**config.mk**
```make
export PLATFORM = sky130hd
export DESIGN_NAME = dma_pattern_check
export DESIGN_NICKNAME = d
export VERILOG_FILES = /design/src/rtl/dma_pkg.sv /design/src/rtl/dma_pattern_check.sv
export SDC_FILE = /design/constraint.sdc
export NUM_CORES = 1
export LEC_CHECK = 0
export BUFFER_PORTS_ARGS = -buffer_cell sky130_fd_sc_hd__buf_2
export CAP_MARGIN = 20
export CORE_AREA = 2 2 133 135
export CTS_BUF_LIST = sky130_fd_sc_hd__clkbuf_4 sky130_fd_sc_hd__clkbuf_8
export DETAILED_ROUTE_END_ITERATION = 7
export DIE_AREA = 0 0 135 137
export PLACE_DENSITY = 0.78
export REMOVE_ABC_BUFFERS = 1
export SLEW_MARGIN = 40
export SYNTH_ARGS = -nofsm -noshare
export SYNTH_HDL_FRONTEND = slang
export SYNTH_SLANG_ARGS = --single-unit
```
**constraint.sdc**
```tcl
create_clock -name clk -period 8.9 [get_ports clk]
set_clock_uncertainty 0.2 [all_clocks]
set_input_delay 1.78 -clock clk [delete_from_list [all_inputs] [get_ports clk]]
set_output_delay 1.78 -clock clk [all_outputs]
set_load 0.005 [all_outputs]
```
**src/rtl/dma_pkg.sv**
```systemverilog
// dma_pkg: shared FSM states, control register map and constants for the DMA read checker
package dma_pkg;
    typedef enum logic [1:0] {IDLE, ISSUE, DRAIN, DONE} state_t;
    localparam logic [1:0] START    = 2'd0;
    localparam logic [1:0] COUNT_GO = 2'd1;
    localparam logic [1:0] STATUS   = 2'd2;
    localparam logic [1:0] CLEAR    = 2'd3;
    localparam logic [31:0] NO_ERR  = 32'hFFFF_FFFF;
    localparam logic [29:0] ERR_MAX = 30'h3FFF_FFFF;
endpackage

```
**src/rtl/dma_pattern_check.sv**
```systemverilog
// dma_pattern_check: compares returned words with an incrementing pattern, counts and locates mismatches
module dma_pattern_check
    import dma_pkg::*;
(
    input  logic        clk,
    input  logic        reset,
    input  logic        init,
    input  logic        valid,
    input  logic [63:0] data,
    output logic [29:0] error_count,
    output logic [31:0] first_err
);
    logic [63:0] expected_q, expected_d;
    logic [31:0] index_q, index_d;
    logic [29:0] error_count_q, error_count_d;
    logic [31:0] first_err_q, first_err_d;
    logic        miss;

    assign miss = valid && (data != expected_q);

    always_comb begin
        expected_d    = init ? 64'd0 : valid ? expected_q + 64'd1 : expected_q;
        index_d       = init ? 32'd0 : valid ? index_q + 32'd1 : index_q;
        error_count_d = init ? 30'd0 : (miss && error_count_q != ERR_MAX) ? error_count_q + 30'd1 : error_count_q;
        first_err_d   = init ? NO_ERR : (miss && first_err_q == NO_ERR) ? index_q : first_err_q;
    end

    always_ff @(posedge clk or posedge reset) begin
        if (reset) begin
            expected_q    <= 64'd0;
            index_q       <= 32'd0;
            error_count_q <= 30'd0;
            first_err_q   <= NO_ERR;
        end else begin
            expected_q    <= expected_d;
            index_q       <= index_d;
            error_count_q <= error_count_d;
            first_err_q   <= first_err_d;
        end
    end

    assign error_count = error_count_q;
    assign first_err   = first_err_q;
endmodule

```
=== Yosys cells after proc, flatten, opt, wreduce, memory -nomap -nowiden ===
Cells that the tools add are included.

* Eq/ne operators: 3
* $add $sub $neg: 3
* Reductions and logical operators: 6
* Muxes and demuxes: 8

{| class="wikitable"
|+ Operator list
! kind !! count
|-
| $mux 32 || 4
|-
| $mux 64 || 2
|-
| $add 64x1->64 const B || 1
|-
| $ne 64x64->1 || 1
|-
| $mux 30 || 2
|-
| $add 32x1->32 const B || 1
|-
| $eq 32x32->1 const B || 1
|-
| $add 30x1->30 const B || 1
|-
| $ne 30x30->1 const B || 1
|-
| $reduce_bool 2->1 || 3
|-
| $logic_and 1x1->1 || 3
|}

* Logic and storage cells: 24
* Output and inout bits: 62
* Input bits: 68
* Register bits: 158

=== Longest topological paths before layout ===
* Depth in word-level cells: 5
* Gate-level depth with buffers: 10

=== Worst setup path before layout ===
OpenSTA, ideal clock, no wires.

* Path type: in2reg
* Start: input init
* End: register expected_q[55]
* Arrival time: 3.398 ns
* Stages on the path: 9
* Setup slack: 5.224 ns
* Setup time: 0.078 ns
* Cell sequence: o2111ai_2 > or2_1 > buf_6 > or2_4 > nor2_4 > nand3_2 > buf_6 > or3_1 > a21oi_1

* Cells in the longest elaborated chain, start to end: 1
* Elaborated cells between the ends (all ways): 2
* Classes of those cells: 1 x mux; 1 x reduce/logical

{| class="wikitable"
|+ Ends and longest elaborated chain
! what !! line !! RTL
|-
| start: declaration || dma_pattern_check.sv:7 || <nowiki>input logic init,</nowiki>
|-
| $mux 64 / $reduce_bool 2->1 (equally long branches) || - ||
|-
| end signal: assignment || dma_pattern_check.sv:35 || <nowiki>expected_q <= expected_d;</nowiki>
|-
| end: declaration || dma_pattern_check.sv:13 || <nowiki>logic [63:0] expected_q, expected_d;</nowiki>
|}

Parallel ways exist; a longest one is shown, timed or not.
A chain may end at the register's enable or synchronous reset.

=== Worst setup path in the final report ===
* Start: input data[23]
* End: register error_count_q[2], in the netlist error_count[2]

* Cells in the longest elaborated chain, start to end: 4

{| class="wikitable"
|+ Ends and longest elaborated chain
! what !! line !! RTL
|-
| start: declaration || dma_pattern_check.sv:9 || <nowiki>input logic [63:0] data,</nowiki>
|-
| $ne 64x64->1 || dma_pattern_check.sv:19 || <nowiki>assign miss = valid && (data != expected_q);</nowiki>
|-
| $logic_and 1x1->1 || dma_pattern_check.sv:19 ||
|-
| $logic_and 1x1->1 || dma_pattern_check.sv:24 || <nowiki>error_count_d = init ? 30'd0 : (miss && error_count_q != ERR_MAX) ? error_count_q + 30'd1 : error_count_q;</nowiki>
|-
| $reduce_bool 2->1 (no source line) || - ||
|-
| end signal: assignment || dma_pattern_check.sv:37 || <nowiki>error_count_q <= error_count_d;</nowiki>
|-
| end: declaration || dma_pattern_check.sv:15 || <nowiki>logic [29:0] error_count_q, error_count_d;</nowiki>
|}

No other way between the ends.

==> results.py <==
metrics = {
    "clock_tree": {
        "clockRootBuffer": "clkbuf_8",
        "clk_path_buf_depth": 2,
        "clkSinkCount": 158,
        "cts_tree": "done",
        "clk-insertion-delay-late_ns": 0.45,
        "cts_made_buffers": 17,
        "clkTransAtPathRegs_ns": 0.09,
        "cts_resized": 0,
        "cts_setup_buffers": 0,
        "htree_levels": 4,
        "cts-hold-fix-buffers": 0,
    },
    "place": {
        "placed_cells": 1158,
        "dp_slack_ns": 4.30,
        "placed_area_sq_um": 9010,
        "gp_congestion": 0.919,
        "portBuffers": 129,
        "dp_hpwl_mm": 13.8,
    },
    "power": {
        "power_density_nw_per_um2": 162,
        "p_total_mw": 1.52,
        "power.leakage_nw": 3.77,
        "peakVddDrop_mv": 0.130,
    },
    "sta": {
        "slew_headroom": 0.474,
        "slew_violations": 0,
        "holdWs_ns": 0.331,
        "setup_tns_ns": 0,
        "setup_slack_ns": 4.77,
        "worst_pin_slew_ns": 0.789,
        "period_minus_slack_ns": 4.13,
        "fmax_mhz": 242,
        "fin_crit_sh": 0.464,
        "rsz0062_at_grt": "false",
        "finalSetupViolations": 0,
        "hold_viol": 0,
    },
    "grt": {
        "grt_max_degree": 85,
        "grtUsageTotal": 0.216,
        "grt_pass1_wl_mm": 31.7,
        "overflow": 0,
        "grt_pass1_vias": 6225,
        "grt_antenna_before_repair": 0,
    },
    "synth": {
        "seq_area_frac_synth": 0.488,
        "postSynthCellCount": 834,
        "synth_cell_type_count": 45,
        "ys.flop_type": "dfrtp_1",
        "synthTopCellsByArea": "dfrtp_1 (39%), dfstp_2 (10%), xnor2_1 (10%)",
        "synth_top_area_share": 0.385,
        "synth-edff-count": 0,
        "ys_ff_latch": 158,
        "postSynthAreaPerCell_sq_um": 9.82,
        "synth_commonest_cells": "dfrtp_1 (126), nor2_1 (103), xnor2_1 (95)",
        "syn-cell-area_sq_um": 8190,
        "ys_warn_count": 0,
        "synth_top_area_cell": "dfrtp_1",
        "synthArstFlopShare": 1.00,
        "synth.most_common_cell": "dfrtp_1",
    },
    "critical_path": {
        "worstSetupPathType": "primary input to register",
        "worst_setup_path_end_kind": "register",
        "cp_common_cell": "nand4_1",
        "cpMaxStageDelayCell": "nand3_1",
        "max_stage_delay_ns": 0.64,
        "r2r_end": "error_count[2]",
        "cp-start-kind": "primary input",
        "r2r_start": "expected_q[23]",
        "ff2ff_path_depth": 7,
        "reg2reg_slack_ns": 5.75,
        "cp_cell_sequence": "buf_2 > xnor2_1 > nand4_1 > nor4_1 > nand4_1 > nand3_1 > nor2_1 > mux2_1",
        "crit_arrival_ns": 4.26,
        "required_ns": 9.03,
        "crit_fanout": 17,
    },
    "final_layout": {
        "register_area_sq_um": 3990,
        "fin_util": 0.549,
        "area_growth_pct": 14.4,
        "multi_input_area_sq_um": 3980,
        "stdcell_count": 1190,
        "layout-drive-gt1-share": 0.217,
        "nets": 1023,
        "fill_cells": 1554,
        "n_antenna_cell": 0,
        "final_cell_area_sq_um": 9370,
    },
    "detailed_routing": {
        "vias": 6650,
        "routed_via_density": 5.59,
        "drc_errors": 0,
        "drtIter0Drc": 355,
        "antenna_left": 0,
        "first_pass_iters": 5,
        "post_drt_wl_per_cell_um": 16.4,
        "wirelength_mm": 19.6,
    },
    "min_path": {
        "hp-class": "register to register",
        "whs_path_depth": 1,
        "hold_end": "first_err[31]",
        "worstHoldStart": "index_q[31]",
    },
    "die": {
        "die_area_sq_um": 18500,
        "die_h_um": 137,
        "core_sq_um": 17100,
        "rows": 48,
        "dieWidth_um": 135,
        "start_util": 0.480,
        "io_pins": 130,
    },
    "run": {
        "cap_violations": 0,
    },
    "outcome": {
        "status": "finished clean",
    },
}
worst max-delay path: cells and delay by family:
family / cells / cell delay [ns]
and+or+nand+nor: 5 / 1.73
muxes: 1 / 0.32
xor gates and xnor gates: 1 / 0.31
buffers and inverters: 1 / 0.12
flip-flops by register name, summed over array words and instances (netlist names):
register and flops:
error_count 30, expected_q 64, index_q 32, first_err 32
layout make-up:
type | instances | area share
multi-input cells | 625 | 0.425
clock inverters | 15 | 0.0135
clock buffers | 17 | 0.0250
repair buffers | 133 | 0.0728
well taps | 225 | 0.0300
flip-flops and latches | 158 | 0.426
inverters | 17 | 0.00761
layout by cell type, fill, tap and decap left out, types with 4 or more instances in the layout:
master and instances:
inv_1 16, nand4_1 52, or3_1 35, nand2_1 39
nor2_1 103, nand3_1 43, and4_1 11, o21ai_0 36
buf_2 128, and3_1 16, and2_1 7, or4_1 5
dfrtp_1 126, dfstp_2 32, xor2_1 49, xnor2_1 95
buf_4 4, clkbuf_8 17, nor2b_1 10, nor4_1 7
o31ai_1 5, nor3_1 14, o22a_1 32, clkinvlp_4 4
inv_6 8, a21oi_1 38
worst max-delay path by stage:
stage                        start        endpoint  cells after the start
after detailed placement  data[35]  error_count[2]                      8
after global routing      data[23]  error_count[2]                      8
final                     data[23]  error_count[2]                      8
after CTS                 data[35]  error_count[2]                      8
after floorplan              reset  error_count[0]                      1
after global placement    data[14]  error_count[2]                      8
power breakdown:
part           internal, mW  switching (mW)
combinational        0.0991           0.108
clock                 0.201           0.292
sequential            0.781          0.0351
layer usage:
metal  vias up  share of wire  GRT usage
met1      3247           0.46      0.308
met5         -              0          0
met2       206           0.46      0.338
li1       3169              -          -
met3        28          0.056     0.0370
met4         0          0.019     0.0712
logic make-up (layout without fill, tap and decap cells):
family	Yosys count	count (layout)	synth area share
xor gates and xnor gates	144	144	0.154
DFF	158	158	0.488
AOI/OAI and AO/OA	116	116	0.0920
buffers and inverters	51	182	0.0261
adders and majority gates	3	3	0.00458
muxes	6	6	0.00779
and+or+nand+nor	356	356	0.228
No activity file was read; power rests on OpenSTA's default activity.
